File: src/rtl/imm_gen_pipe.sv
// LEGv8 immediate generator with elastic valid/ready pipeline.
// Ports: CLK/Reset, InValid/InReady/Instr in, OutValid/OutReady/BusImm/Fmt/Illegal out, ErrCount.
module imm_gen_pipe #(
  parameter int DATA_WIDTH   = 64,
  parameter int PIPE_DEPTH   = 1,
  parameter int SHIFT_BRANCH = 0,
  parameter int ERR_CNT_W    = 8
) (
  input  logic                  CLK,
  input  logic                  Reset,
  input  logic                  InValid,
  output logic                  InReady,
  input  logic [31:0]           Instr,
  output logic                  OutValid,
  input  logic                  OutReady,
  output logic [DATA_WIDTH-1:0] BusImm,
  output logic [2:0]            Fmt,
  output logic                  Illegal,
  output logic [ERR_CNT_W-1:0]  ErrCount
);

  localparam logic [2:0] F_NONE = 3'd0;
  localparam logic [2:0] F_B    = 3'd1;
  localparam logic [2:0] F_CB   = 3'd2;
  localparam logic [2:0] F_D    = 3'd3;
  localparam logic [2:0] F_I    = 3'd4;
  localparam logic [2:0] F_IM   = 3'd5;

  logic is_b, is_cb, is_d, is_i, is_im;

  assign is_b  = (Instr[31:26] == 6'b000101)
              || (Instr[31:26] == 6'b100101);
  assign is_cb = (Instr[31:24] == 8'b01010100)
              || (Instr[31:24] == 8'b10110100)
              || (Instr[31:24] == 8'b10110101);
  assign is_d  = (Instr[31:21] == 11'b11111000000)
              || (Instr[31:21] == 11'b11111000010);
  assign is_i  = (Instr[31:22] == 10'b1001000100)
              || (Instr[31:22] == 10'b1011000100)
              || (Instr[31:22] == 10'b1101000100)
              || (Instr[31:22] == 10'b1111000100);
  assign is_im = (Instr[31:23] == 9'b110100101)
              || (Instr[31:23] == 9'b111100101);

  logic [63:0]           wide;
  logic [2:0]            dec_fmt;
  logic                  dec_ill;
  logic [DATA_WIDTH-1:0] in_imm;
  logic [2:0]            in_fmt;
  logic                  in_ill;

  always_comb begin
    wide    = '0;
    dec_fmt = F_NONE;
    dec_ill = 1'b0;
    unique case (1'b1)
      is_b: begin
        wide    = {{38{Instr[25]}}, Instr[25:0]};
        dec_fmt = F_B;
      end
      is_cb: begin
        wide    = {{45{Instr[23]}}, Instr[23:5]};
        dec_fmt = F_CB;
      end
      is_d: begin
        wide    = {{55{Instr[20]}}, Instr[20:12]};
        dec_fmt = F_D;
      end
      is_i: begin
        wide    = {52'b0, Instr[21:10]};
        dec_fmt = F_I;
      end
      is_im: begin
        dec_fmt = F_IM;
        // hw>=2 would shift the whole field out of a 32-bit result
        if (DATA_WIDTH == 32 && Instr[22]) begin
          dec_ill = 1'b1;
        end else begin
          wide = {48'b0, Instr[20:5]} << {Instr[22:21], 4'b0};
        end
      end
      default: dec_ill = 1'b1;
    endcase
    if (SHIFT_BRANCH != 0 && (is_b || is_cb)) begin
      wide = wide << 2;
    end
  end

  // empty slots carry zeros
  assign in_imm = InValid ? wide[DATA_WIDTH-1:0] : '0;
  assign in_fmt = InValid ? dec_fmt : F_NONE;
  assign in_ill = InValid && dec_ill;

  logic                  rdy_b;
  logic                  sv;
  logic [DATA_WIDTH-1:0] simm;
  logic [2:0]            sfmt;
  logic                  sill;

  assign rdy_b = !OutValid || OutReady;

  generate
    if (PIPE_DEPTH == 2) begin : g_two
      logic                  fv;
      logic [DATA_WIDTH-1:0] fimm;
      logic [2:0]            ffmt;
      logic                  fill;

      assign InReady = !fv || rdy_b;

      always_ff @(posedge CLK or posedge Reset) begin
        if (Reset) begin
          fv   <= 1'b0;
          fimm <= '0;
          ffmt <= F_NONE;
          fill <= 1'b0;
        end else if (InReady) begin
          fv   <= InValid;
          fimm <= in_imm;
          ffmt <= in_fmt;
          fill <= in_ill;
        end
      end

      assign sv   = fv;
      assign simm = fimm;
      assign sfmt = ffmt;
      assign sill = fill;
    end else begin : g_one
      assign InReady = rdy_b;
      assign sv      = InValid;
      assign simm    = in_imm;
      assign sfmt    = in_fmt;
      assign sill    = in_ill;
    end
  endgenerate

  always_ff @(posedge CLK or posedge Reset) begin
    if (Reset) begin
      OutValid <= 1'b0;
      BusImm   <= '0;
      Fmt      <= F_NONE;
      Illegal  <= 1'b0;
    end else if (rdy_b) begin
      OutValid <= sv;
      BusImm   <= simm;
      Fmt      <= sfmt;
      Illegal  <= sill;
    end
  end

  always_ff @(posedge CLK or posedge Reset) begin
    if (Reset) begin
      ErrCount <= '0;
    end else if (InValid && InReady && dec_ill && !(&ErrCount)) begin
      ErrCount <= ErrCount + 1'b1;
    end
  end

endmodule

File: config.mk
export PLATFORM = sky130hd
export DESIGN_NAME = imm_gen_pipe
export DESIGN_NICKNAME = d
export VERILOG_FILES = /design/src/rtl/imm_gen_pipe.sv
export SDC_FILE = /design/constraint.sdc
export NUM_CORES = 1
export LEC_CHECK = 0
export BUFFER_PORTS_ARGS = -buffer_cell sky130_fd_sc_hd__buf_2
export CORE_ASPECT_RATIO = 2
export CORE_MARGIN = 4
export CORE_UTILIZATION = 56
export CTS_CLUSTER_DIAMETER = 60
export DETAILED_ROUTE_END_ITERATION = 10
export PLACE_DENSITY = 0.95
export RECOVER_POWER = 100
export SLEW_MARGIN = 0
export SYNTH_ARGS = -nofsm -noshare
export SYNTH_HDL_FRONTEND = slang
export SYNTH_SLANG_ARGS = --single-unit
File: constraint.sdc
create_clock -name CLK -period 3.54 [get_ports CLK]
set_input_delay 0.531 -clock CLK [delete_from_list [all_inputs] [get_ports CLK]]
set_output_delay 0.531 -clock CLK [all_outputs]
set_load 0.01 [all_outputs]
==> impl_results.md <==
- Max clock buf depth: 2
- Chip Width: 66.4 µm
- Unique masters post-synth: 44
- Final Cycle Share: 0.799
- Setup bufs post-CTS: 0
- Total congestion overflow: 0
- WP data arrival: 3.07 ns
- RSZ-0062 raised after global routing: false
- Residual DRC count: 0
- Placed cell areas: 4430 µm²
- Final core area utilization: 0.674
- Fmax: 354 MHz
- Largest stage delay, worst path: 0.72 ns
- Setup TNS: 0 ns
- # nets final: 517
- Overall routing resource usage: 0.289
- Post-DP HPWL: 8.27 mm
- Setup ws final: 0.712 ns
- Reg clk slew, reported paths: 0.05 ns
- I/O pins: 114
- Final instance area: 4460 µm²
- Drt initial violations: 307
- Initial antenna violation count: 0
- Slowest-stage cell, CP: or4b_2
- Net Count, Synth: 415
- Minimum clock period: 2.83 ns
- Worst Path Max Fanout: 44
- Seq cells post-synth: 77
- Status: finished, violations left
- DRT Pass-1 Iters: 8
- Clk Latency, worst-skew pair: 0.33 ns
- N_diodes: 0
- Final setup viols: 0
- Vias in the first global route: 3523
- Startpoint Class: primary input
- Final hold slack: 0.453 ns
- Sink Count: 77
- Filler-free cell count of the finished design: 573
- Post-Syn Area: 3820 µm²
- Core area: 6620 µm²
- IO Port Bufs: 113
- Violations in the final reports: max-capacitance violations, max-slew violations
- Post_cts resized: 0
- Sequential element share of the synthesized area: 0.505
- Routed WL: 11.5 mm
- Die ar.: 8280 µm²
- Cells after DPL: 557
- Clock skew: 0.00617 ns
- Routability cong.: 1.00
- Setup WS pre-CTS: 0.618 ns
- WP data required: 3.78 ns
- VDD IR max: 0.377 mV
- Initial Util: 0.576
- Largest net degree at the start of global routing: 70
- Gate Count Post-Synth: 378
- First-pass GRT wire length: 17.9 mm
- CTS tree: yes
- Final Hold Vio Count: 0
- Worst-Margin Slew: 1.91 ns
- Pwr Total: 2.18 mW
- Final Max Slew Viols: 52
- Max_cap viols: 1
- Worst-path cell chain: clkbuf_1 > or4b_2 > a21oi_1 > or4_1 > nand3_1 > buf_12 > o21ai_0
- Vias per inst: 6.27
- Final ANT Viol Nets: 0
- Relative slew slack: -0.274
- Hold crit path type: primary input to flip-flop
- Worst setup EP type: flip-flop
- Layout cells sized above 1: 0.130
- Syn-to-layout area delta: 17.0%
- Root Buffer: clkbuf_16
- WL/cell: 20.1 µm
- CTS HTree Levels: 3
- Hold_buf cts: 0
- WS Path Type: primary input to flip-flop
- Syn avg cell area: 10.1 µm²
- Rows: 42
- Pwr/cell area: 489 nW/µm²
- Die Height: 125 µm
- Static Leak: 1.97 nW
- Num CTS Buffers: 9
- Vias: 3590
- Synth warn: 0
cell usage after synthesis (all sizes together):
master   instances  area share
nand2b           1      0.0016
nand3b           3      0.0069
o21ai           59        0.12
xor2             6       0.014
a221oi           9       0.021
a222oi           9       0.024
nor4b            1      0.0023
and3             2      0.0033
a221o            5       0.013
a22o            10       0.023
a41o             1      0.0026
mux2             1      0.0030
buf             10       0.022
nand2           65       0.064
nand4bb          1      0.0030
nand4b           2      0.0046
a21oi           38       0.050
a21boi           8       0.016
or2              1      0.0016
a21o             9       0.018
a211oi           2      0.0072
clkbuf          21       0.021
nor2             6      0.0059
xnor2            1      0.0023
or4b             3      0.0089
dfrtp           77        0.50
inv              6      0.0059
ha               1      0.0033
nand3            5      0.0079
a211o            1      0.0023
nor2b            2      0.0033
a22oi            1      0.0020
nor4             3      0.0049
nor3             6      0.0079
or4              2      0.0039
worst max-delay path, delay by kind of cell:
family | cells | cell delay [ns]
AOI/OAI and AO/OA | 2 | 0.47
and+or+nand+nor | 3 | 1.54
buffers and inverters | 2 | 0.49
kinds of logic (layout without fill, tap and decap cells):
kind of cell | after synthesis | in the layout | synth area share
and+or+nand+nor | 103 | 103 | 0.130
buffers and inverters | 37 | 144 | 0.0485
DFF | 77 | 77 | 0.505
xor gates and xnor gates | 7 | 7 | 0.0161
adders and majority gates | 1 | 1 | 0.00328
AOI/OAI and AO/OA | 152 | 152 | 0.294
muxes | 1 | 1 | 0.00295
layout by cell type (no fill, tap or decap), types with 2 or more instances in the layout:
master     instances
a22o_1            10
a221o_1            5
clkbuf_16          9
a21oi_1           38
a21boi_0           8
xor2_1             6
inv_1              6
buf_4              5
dfrtp_1           77
nor4_1             2
buf_2             34
nand2_1           65
nor2b_1            2
a222oi_1           9
clkbuf_1          84
and3_1             2
nand3_1            5
a21o_1             9
nand3b_1           2
clkbuf_8           2
or4_1              2
nor2_1             6
nor3_1             5
a221oi_1           9
nand4b_1           2
o21ai_0           57
per-layer routing:
layer,track usage,share of wire,up-vias
met3,0.0614,0.082,64
met2,0.465,0.50,244
met1,0.332,0.35,1698
met5,0,0,-
met4,0.199,0.067,0
li1,-,-,1584
where the power goes:
group	switching (mW)	internal, mW
clock network	0.340	0.584
registers	0.0598	0.931
logic	0.176	0.0911
area by class of cell:
class	count	area, µm²
Multi-Input combinational cell	264	1560
Sequential cell	77	1930
Timing Repair Buffer	122	536
Fill cell	616	2160
Tap cell	88	110
Clock inverter	3	43.8
Inverter	6	22.5
Clock buffer	13	260
sequential cells by signal, indices dropped and copies added (netlist names):
register  count
ErrCount      8
Illegal       1
Fmt           3
OutValid      1
BusImm       64
worst paths after layout:
path / start / to / slack, ns / depth (start not counted)
setup / recovery: Instr[22] / BusImm[0] / 0.71 / 7
hold / removal: InValid / OutValid / 0.45 / 2
setup reg to reg: OutValid / ErrCount[5] / 1.67 / 6
hold reg to reg: BusImm[8] / BusImm[8] / 0.48 / 2
max in group asynchronous: Reset / BusImm[3] / 1.15 / 3
min in group asynchronous: Reset / BusImm[59] / 0.81 / 2
(Power assumes the default switching activity.)
